**src/rtl/ps2_key_display_pkg.sv**
```systemverilog
// Shared constants and lookup helpers for the PS/2 key display block.
package ps2_key_display_pkg;

  localparam logic [7:0] PS2_BREAK = 8'hF0;
  localparam logic [7:0] PS2_EXT   = 8'hE0;

  // Active-low segment pattern, bit7 = dp kept off.
  function automatic logic [7:0] hex_to_seg(input logic [3:0] nib);
    case (nib)
      4'h0: hex_to_seg = 8'hC0;  4'h1: hex_to_seg = 8'hF9;
      4'h2: hex_to_seg = 8'hA4;  4'h3: hex_to_seg = 8'hB0;
      4'h4: hex_to_seg = 8'h99;  4'h5: hex_to_seg = 8'h92;
      4'h6: hex_to_seg = 8'h82;  4'h7: hex_to_seg = 8'hF8;
      4'h8: hex_to_seg = 8'h80;  4'h9: hex_to_seg = 8'h90;
      4'hA: hex_to_seg = 8'h88;  4'hB: hex_to_seg = 8'h83;
      4'hC: hex_to_seg = 8'hC6;  4'hD: hex_to_seg = 8'hA1;
      4'hE: hex_to_seg = 8'h86;  default: hex_to_seg = 8'h8E;
    endcase
  endfunction

  function automatic logic [7:0] scan_to_ascii(input logic [7:0] code);
    case (code)
      8'h1C: scan_to_ascii = 8'h61;  8'h32: scan_to_ascii = 8'h62;
      8'h21: scan_to_ascii = 8'h63;  8'h23: scan_to_ascii = 8'h64;
      8'h24: scan_to_ascii = 8'h65;  8'h2B: scan_to_ascii = 8'h66;
      8'h34: scan_to_ascii = 8'h67;  8'h33: scan_to_ascii = 8'h68;
      8'h43: scan_to_ascii = 8'h69;  8'h3B: scan_to_ascii = 8'h6A;
      8'h42: scan_to_ascii = 8'h6B;  8'h4B: scan_to_ascii = 8'h6C;
      8'h3A: scan_to_ascii = 8'h6D;  8'h31: scan_to_ascii = 8'h6E;
      8'h44: scan_to_ascii = 8'h6F;  8'h4D: scan_to_ascii = 8'h70;
      8'h15: scan_to_ascii = 8'h71;  8'h2D: scan_to_ascii = 8'h72;
      8'h1B: scan_to_ascii = 8'h73;  8'h2C: scan_to_ascii = 8'h74;
      8'h3C: scan_to_ascii = 8'h75;  8'h2A: scan_to_ascii = 8'h76;
      8'h1D: scan_to_ascii = 8'h77;  8'h22: scan_to_ascii = 8'h78;
      8'h35: scan_to_ascii = 8'h79;  8'h1A: scan_to_ascii = 8'h7A;
      8'h45: scan_to_ascii = 8'h30;  8'h16: scan_to_ascii = 8'h31;
      8'h1E: scan_to_ascii = 8'h32;  8'h26: scan_to_ascii = 8'h33;
      8'h25: scan_to_ascii = 8'h34;  8'h2E: scan_to_ascii = 8'h35;
      8'h36: scan_to_ascii = 8'h36;  8'h3D: scan_to_ascii = 8'h37;
      8'h3E: scan_to_ascii = 8'h38;  8'h46: scan_to_ascii = 8'h39;
      8'h29: scan_to_ascii = 8'h20;
      default: scan_to_ascii = 8'h00;
    endcase
  endfunction

endpackage

```
**src/rtl/ps2_key_display_ps2_rx.sv**
```systemverilog
// PS/2 frame receiver: synchronizes ps2_clk, shifts bits on falling edges,
// and pulses byte_valid for one cycle on a well-formed 11-bit frame.
module ps2_rx (
  input  logic       clk,
  input  logic       rst,
  input  logic       ps2_clk,
  input  logic       ps2_data,
  output logic [7:0] byte_out,
  output logic       byte_valid
);

  logic [2:0]  sync;
  logic [9:0]  shift;
  logic [3:0]  bit_cnt;
  logic        fall;
  logic [10:0] frame;

  assign fall  = sync[2] & ~sync[1];
  // Completed frame as it would look once the current bit is shifted in.
  assign frame = {ps2_data, shift};

  always_ff @(posedge clk or posedge rst) begin
    if (rst) begin
      sync    <= 3'b111;
      shift   <= '0;
      bit_cnt <= '0;
    end else begin
      sync <= {sync[1:0], ps2_clk};
      if (fall) begin
        shift   <= {ps2_data, shift[9:1]};
        bit_cnt <= (bit_cnt == 4'd10) ? 4'd0 : bit_cnt + 4'd1;
      end
    end
  end

  assign byte_out   = frame[8:1];
  assign byte_valid = fall && (bit_cnt == 4'd10) && !frame[0] && frame[10]
                      && (^frame[9:1]);

endmodule

```
**src/rtl/ps2_key_display.sv**
```systemverilog
// Keyboard front end: decodes PS/2 make/break codes, tracks the held key and
// press count, drives seven-segment digits and a running-light LED bank.
module ps2_key_display
  import ps2_key_display_pkg::*;
#(
  parameter int LED_PERIOD = 5_000_000
) (
  input  logic        clk,
  input  logic        rst,
  input  logic        ps2_clk,
  input  logic        ps2_data,
  input  logic [4:0]  btn,
  input  logic [7:0]  sw,
  output logic [15:0] ledr,
  output logic [7:0]  scan_code,
  output logic [7:0]  ascii,
  output logic        key_down,
  output logic [7:0]  seg0,
  output logic [7:0]  seg1,
  output logic [7:0]  seg2,
  output logic [7:0]  seg3,
  output logic [7:0]  seg4,
  output logic [7:0]  seg5,
  output logic [7:0]  seg6,
  output logic [7:0]  seg7
);

  localparam int CW = (LED_PERIOD > 2) ? $clog2(LED_PERIOD) : 1;

  logic [7:0]    rx_byte;
  logic          rx_valid;
  logic          break_pending;
  logic [7:0]    press_count;
  logic [7:0]    led;
  logic [CW-1:0] led_cnt;
  logic          unused_btn;

  assign unused_btn = ^btn;

  ps2_rx u_rx (
    .clk        (clk),
    .rst        (rst),
    .ps2_clk    (ps2_clk),
    .ps2_data   (ps2_data),
    .byte_out   (rx_byte),
    .byte_valid (rx_valid)
  );

  always_ff @(posedge clk or posedge rst) begin
    if (rst) begin
      scan_code     <= '0;
      ascii         <= '0;
      key_down      <= 1'b0;
      press_count   <= '0;
      break_pending <= 1'b0;
    end else if (rx_valid && rx_byte != PS2_EXT) begin
      if (rx_byte == PS2_BREAK) begin
        break_pending <= 1'b1;
      end else if (break_pending) begin
        break_pending <= 1'b0;
        key_down      <= 1'b0;
      end else begin
        scan_code <= rx_byte;
        ascii     <= scan_to_ascii(rx_byte);
        key_down  <= 1'b1;
        // Typematic repeats arrive while held and must not count.
        if (!key_down) press_count <= press_count + 8'd1;
      end
    end
  end

  always_ff @(posedge clk or posedge rst) begin
    if (rst) begin
      led_cnt <= '0;
      led     <= 8'h01;
    end else if (led_cnt == CW'(LED_PERIOD - 1)) begin
      led_cnt <= '0;
      led     <= {led[6:0], led[7]};
    end else begin
      led_cnt <= led_cnt + 1'b1;
    end
  end

  assign ledr = {led, sw};

  assign seg0 = key_down ? hex_to_seg(scan_code[3:0]) : 8'hFF;
  assign seg1 = key_down ? hex_to_seg(scan_code[7:4]) : 8'hFF;
  assign seg2 = key_down ? hex_to_seg(ascii[3:0])     : 8'hFF;
  assign seg3 = key_down ? hex_to_seg(ascii[7:4])     : 8'hFF;
  assign seg4 = hex_to_seg(press_count[3:0]);
  assign seg5 = hex_to_seg(press_count[7:4]);
  assign seg6 = 8'hFF;
  assign seg7 = 8'hFF;

endmodule

```
**config.mk**
```make
export PLATFORM = sky130hd
export DESIGN_NAME = ps2_key_display
export DESIGN_NICKNAME = d
export VERILOG_FILES = /design/src/rtl/ps2_key_display_pkg.sv /design/src/rtl/ps2_key_display_ps2_rx.sv /design/src/rtl/ps2_key_display.sv
export SDC_FILE = /design/constraint.sdc
export NUM_CORES = 1
export LEC_CHECK = 0
export CELL_PAD_IN_SITES_DETAIL_PLACEMENT = 1
export CELL_PAD_IN_SITES_GLOBAL_PLACEMENT = 2
export CORE_ASPECT_RATIO = 1.25
export CORE_MARGIN = 5
export CORE_UTILIZATION = 32
export DETAILED_ROUTE_END_ITERATION = 8
export GPL_ROUTABILITY_DRIVEN = 0
export GPL_TIMING_DRIVEN = 1
export MAX_ROUTING_LAYER = met4
export PLACE_DENSITY_LB_ADDON = 0.3
export SYNTH_ARGS = -nofsm -noshare
export SYNTH_HDL_FRONTEND = slang
export SYNTH_HIERARCHICAL = 1
export SYNTH_SLANG_ARGS = --single-unit
```
**constraint.sdc**
```tcl
create_clock -name clk -period 2.95 [get_ports clk]
set_clock_uncertainty 0.15 [all_clocks]
set_input_delay 0.4425 -clock clk [delete_from_list [all_inputs] [get_ports clk]]
set_output_delay 0.4425 -clock clk [all_outputs]
set_load 0.005 [all_outputs]
```
Word level (Yosys, flattened, before mapping)
Memories as Yosys holds them, arrays and structs flattened.
Cells that the tools add are included.
{"block": "classes", "reduce_logical": 10, "muxes": 9, "n_addsub": 3, "n_eq_ne": 4, "bitwise_logic": 5}
{"operator": "two-way mux 8 bit", "count": 5}
{"operator": "adder 23 x 1 -> 23 bit (second input constant)", "count": 1}
{"operator": "equality test 23 bit (second input constant)", "count": 1}
{"operator": "two-way mux 23 bit", "count": 1}
{"operator": "parity 9 bit", "count": 1}
{"operator": "adder 8 x 1 -> 8 bit (second input constant)", "count": 1}
{"operator": "equality test 8 bit (second input constant)", "count": 1}
{"operator": "inequality test 8 bit (second input constant)", "count": 1}
{"operator": "logical AND 1 bit", "count": 5}
{"operator": "adder 4 x 1 -> 4 bit (second input constant)", "count": 1}
{"operator": "equality test 4 bit (second input constant)", "count": 1}
{"operator": "two-way mux 4 bit", "count": 1}
{"operator": "NOT 1 bit", "count": 4}
{"operator": "AND reduction 4 bit", "count": 1}
{"operator": "AND reduction 3 bit", "count": 1}
{"operator": "two-way mux 1 bit", "count": 2}
{"operator": "AND reduction 2 bit", "count": 1}
{"operator": "bitwise AND 1 bit", "count": 1}
{"operator": "logical NOT 1 bit", "count": 1}
{"block": "word_totals", "mem_count": 7, "wordCells": 48, "romBits": 1568, "inputBits": 17, "regBits": 74, "out_inout_bits": 97}
{"memory": "(no name shown)", "depth": 128, "word_bits": 7, "rd": 1, "rd_clocked_by_memory_dff": 0, "write_ports": 0, "line_no": "ps2_key_display_pkg.sv:22", "text": "case (code)"}
{"memory": "(no name shown)", "depth": 16, "word_bits": 7, "rd": 1, "rd_clocked_by_memory_dff": 0, "write_ports": 0, "line_no": "ps2_key_display_pkg.sv:9", "text": "case (nib)"}
{"memory": "(no name shown)", "depth": 16, "word_bits": 7, "rd": 1, "rd_clocked_by_memory_dff": 0, "write_ports": 0, "line_no": "ps2_key_display_pkg.sv:9"}
{"memory": "(no name shown)", "depth": 16, "word_bits": 7, "rd": 1, "rd_clocked_by_memory_dff": 0, "write_ports": 0, "line_no": "ps2_key_display_pkg.sv:9"}
{"memory": "(no name shown)", "depth": 16, "word_bits": 7, "rd": 1, "rd_clocked_by_memory_dff": 0, "write_ports": 0, "line_no": "ps2_key_display_pkg.sv:9"}
{"memory": "(no name shown)", "depth": 16, "word_bits": 7, "rd": 1, "rd_clocked_by_memory_dff": 0, "write_ports": 0, "line_no": "ps2_key_display_pkg.sv:9"}
{"memory": "1 more memories"}

Logic depth before layout (Yosys ltp)
{"block": "logic_depth", "ltp_word": 8, "depth_mapped": 11, "ltp_nobuf": 8}

Modules after synthesis
Netlist, hierarchy kept.
{"mod": "ps2_key_display", "instances": 1, "seq_area_each_um2": 1402.6, "cells_each": 558, "area_each_um2": 4785.8}
{"mod": "ps2_rx", "instances": 1, "seq_area_each_um2": 429.2, "cells_each": 61, "area_each_um2": 825.8}

Worst setup path before layout
Ideal clock, no wire load.
{"block": "synth_timing", "path_type": "register -> register", "start": "reg u_rx.shift[4]", "end": "reg ascii[5]", "period_less_slack_ns": 2.398, "slack_ns": 0.552, "arrival_time_ns": 2.182, "setup_ns": 0.066, "n_path_buf": 1, "path_stages_with_launch": 10, "required_ns": 2.734, "path_cell_list": "dfrtp_1 xor2_1 xnor3_1 mux2i_1 or3b_2 clkbuf_1 nor2_1 nand3_1 a21oi_1 a221o_1"}
{"block": "synth_via", "elab_chain_len": 4, "elab_cells_between_ends": 9, "cone_classes": "eq/ne (2); mux (1); bitwise (1); reduce/logical (4); memory (1)"}
{"item": "from (decl)", "line_no": "ps2_key_display_ps2_rx.sv:13", "text": "logic [9:0] shift;"}
{"item": "from (signal assigned)", "line_no": "ps2_key_display_ps2_rx.sv:30", "text": "shift <= {ps2_data, shift[9:1]};"}
{"item": "parity 9 bit", "line_no": "ps2_key_display_ps2_rx.sv:38", "text": "&& (^frame[9:1]);"}
{"item": "logical AND 1 bit", "line_no": "ps2_key_display_ps2_rx.sv:38"}
{"item": "net rx_valid", "line_no": "ps2_key_display.sv:31", "text": "logic rx_valid;"}
{"item": "logical AND 1 bit", "line_no": "ps2_key_display.sv:56", "text": "end else if (rx_valid && rx_byte != PS2_EXT) begin"}
{"item": "AND reduction 3 bit (no source line)"}
{"item": "to (signal assigned)", "line_no": "ps2_key_display.sv:64", "text": "ascii <= scan_to_ascii(rx_byte);"}
{"item": "to (decl)", "line_no": "ps2_key_display.sv:16", "text": "output logic [7:0] ascii,"}
The timed path passes the listed nets, and every way through them passes these cells.
A chain may end at the register's enable or synchronous reset.

Worst setup path after layout
{"block": "layout_timing", "start": "reg press_count[0]", "end": "out seg4[3]"}
{"block": "layout_via", "elab_chain_len": 1}
{"item": "from (decl)", "line_no": "ps2_key_display.sv:33", "text": "logic [7:0] press_count;"}
{"item": "from (signal assigned)", "line_no": "ps2_key_display.sv:67", "text": "if (!key_down) press_count <= press_count + 8'd1;"}
{"item": "memory (16 x 7 bit)"}
{"item": "to (decl)", "line_no": "ps2_key_display.sv:22", "text": "output logic [7:0] seg4,"}
Every way passes these cells.

==> metrics <==
status complete, no violations; area of the core 17400 um^2; die height 158 um; clock sink total 73; Tot GR Track Use 15.1%; die width 128 um; drt total wl 14.8 mm; Sw Share 40.3%; vias in the first global route 4822; Final Hold Fails 0; Die ar. 20300 um^2; power per cell area 793 nW/um^2; # nets final 736; Comb power frac 50.7%; fin crit period 2.83 ns; Setup WS pre-CTS -0.0287 ns; EDFF count, synth 0; crit path kind flop to primary output; antenna-violating nets left 0; Via density 5.07; relative slew slack 40.2%; Critical Path Source press_count[0]$_DFFE_PP0P_; final-report max-slew violation count 0; RSZ-0062 raised after global routing no; initial core utilization 32.3%; CTS max path bufs 2; CTS tree yes; leak pwr 2.91 nW; reg2reg setup slack 0.28 ns; hold buffers post-CTS 0; initial antenna violation count 0; Clock H-tree levels 3; Reg clk slew, reported paths 0.06 ns; required time of the critical path 2.36 ns; critical-path maximum fanout 7; Worst Path Arrival 2.24 ns; crit start category flop; Tcrit/Tclk final 95.9%; DRC Markers 0; FF-to-FF Start u_rx/bit_cnt[0]$_DFFE_PP0N_; ys async rst share 100%; synthesized area 5610 um^2; most common cell after layout, fill and taps aside nand2_1; cts bufs inserted 9; via count 4587; main flop type after synthesis dfrtp_1; f_max 354 MHz; input/output buffers 69; commonest non-fill, non-tap cells in the layout nand2_1 (67), clkdlybuf4s50_1 (64), dfrtp_1 (62), ha_1 (42), nor2_1 (40); RR Endpoint ascii[5]$_DFFE_PP0P_; Starting DRT DRC Count 194; Yosys reg bits 73; Post-Syn Instances 619; crit path capture type primary output; layout cell share with drive strength beyond 1 14.0%; IO Pins 114; Syn. warnings 6; Clk pwr share 22.8%; Peak VDD IR 0.000283 V; global-route wire length before repair 24.8 mm; worst r2r path cells 9; DP HPWL 11.0 mm; final setup violation count 0; largest net degree at the start of global routing 37; Seq pwr share 26.6%; sequential area share after synthesis 32.6%; routed length per instance 16.3 um; Worst-Margin Slew 0.898 ns; final worst setup slack 0.122 ns; Overflow after GRT 0; drt first pass iters 4; Int Pwr 3.23 mW; maxcap violations 0; NetSw 2.18 mW; area grow syn2layout 21.4%; Row Count 54; Skew-Pair Late Insertion Delay 0.34 ns; TNS Setup 0 ns; Yosys cell types 65; Root Buffer clkbuf_16; worst setup path endpoint seg4[3]; diodes inserted 0; worst min-delay path class flop to flop; Synth Area per Inst 9.07 um^2
==> per-stage QoR <==
| step | util (%) | cells | hold slack, ns | total power [mW] | cell area [um^2] |
|---|---|---|---|---|---|
| floorplan | - | 640 | 0.195 | 3.23 | 5690 |
| global placement | 37.0 | 884 | 0.197 | 4.08 | 6420 |
| detailed placement | 37.0 | 884 | 0.198 | 4.17 | 6420 |
| CTS | 39.0 | 902 | 0.207 | 5.44 | 6770 |
| global route | 39.2 | 905 | 0.208 | 5.81 | 6810 |
| finish | 39.2 | 905 | 0.206 | 5.40 | 6810 |
==> how the worst min path moves through the flow <==
stage / from / endpoint / slack (ns) / cells after the start
global route: u_rx/sync[0]$_DFF_PP1_ / u_rx/sync[1]$_DFF_PP1_ / 0.21 / 0
finish: u_rx/sync[0]$_DFF_PP1_ / u_rx/sync[1]$_DFF_PP1_ / 0.21 / 0
CTS: u_rx/sync[0]$_DFF_PP1_ / u_rx/sync[1]$_DFF_PP1_ / 0.21 / 0
floorplan: u_rx/sync[0]$_DFF_PP1_ / u_rx/sync[1]$_DFF_PP1_ / 0.20 / 0
global placement: u_rx/sync[0]$_DFF_PP1_ / u_rx/sync[1]$_DFF_PP1_ / 0.20 / 0
detailed placement: u_rx/sync[0]$_DFF_PP1_ / u_rx/sync[1]$_DFF_PP1_ / 0.20 / 0
==> synthesized netlist by cell type (3+ instances only) <==
library cell  instances  area (um^2)
mux2i_1              22          220
buf_1                 4         15.0
buf_4                41          308
nor2b_1              11         68.8
a21oi_1              13         65.1
xor2_1               10         87.6
mux2_2               18          203
mux4_2                6          135
ha_1                 43          538
buf_2                 9         45.0
dfrtp_1              69         1730
and3_1                5         31.3
xnor2_1              20          175
o32ai_1               3         26.3
nand3_1              24          120
nand3b_1              5         37.5
dfstp_2               4          105
nor3_1                5         25.0
nand2_1              67          251
a21boi_0              4         30.0
inv_1                34          128
a22o_1                5         43.8
a31oi_1               6         37.5
nand4b_1              3         26.3
nor4_1                6         37.5
o311ai_0              5         43.8
nor3b_1               5         37.5
nor2_1               40          150
nand4_1               6         37.5
o211ai_1             13         97.6
o21a_1                3         22.5
or3b_2                3         26.3
o21ai_0              34          170
clkbuf_1             18         67.6
nand2b_1             13         81.3
==> layer usage <==
layer / vias to the layer above / share of wire [%] / global-route usage, %
li1: 2211 / - / -
met1: 2271 / 43 / 18.3
met2: 89 / 52 / 26.2
met3: 16 / 4.0 / 2.26
met4: 0 / 1.5 / 4.25
met5: - / 0 / -
==> registers in the layout, indices dropped and copies added, names as in the netlist, 3 cells and up <==
register	count
led_cnt	23
u_rx/shift	10
led	8
press_count	8
scan_code	8
ascii	7
u_rx/bit_cnt	4
u_rx/sync	3
==> worst max-delay path, stage by stage, from the launching register on <==
cell,delay (ns)
dfrtp_1,0.45
inv_2,0.13
ha_1,0.30
inv_1,0.06
mux4_2,0.47
clkdlybuf4s50_1,0.47
==> power groups by stage <==
stage	clock (mW)	combinational [mW]	sequential [mW]
after floorplan	0	1.87	1.36
after global placement	0	2.63	1.45
after detailed placement	0	2.70	1.46
after CTS	1.25	2.74	1.44
after global routing	1.32	3.01	1.48
final	1.23	2.74	1.44
==> layout make-up <==
type | count | area, um^2
repair buffers | 98 | 942
well taps | 224 | 280
inverters | 34 | 128
multi-input cells | 460 | 3290
clock buffers | 9 | 225
flip-flops and latches | 73 | 1840
fillers | 2026 | 10600
clock inverters | 7 | 108
==> cell families (layout without fill, tap and decap cells) <==
logic type	Yosys count	in the layout	synth area share, %
and+or+nand+nor	202	202	18.3
AOI/OAI and AO/OA	114	114	13.7
buffers and inverters	107	148	10.2
DFF	73	73	32.6
muxes	46	46	9.94
adders and majority gates	43	43	9.59
xor gates and xnor gates	32	32	5.48
other	2	23	0.134
==> what timing repair did <==
item,in CTS,in global routing
resized for setup,8,10
setup endpoints to repair,5,5
setup buffers,2,3
No activity file was read; power rests on OpenSTA's default activity.
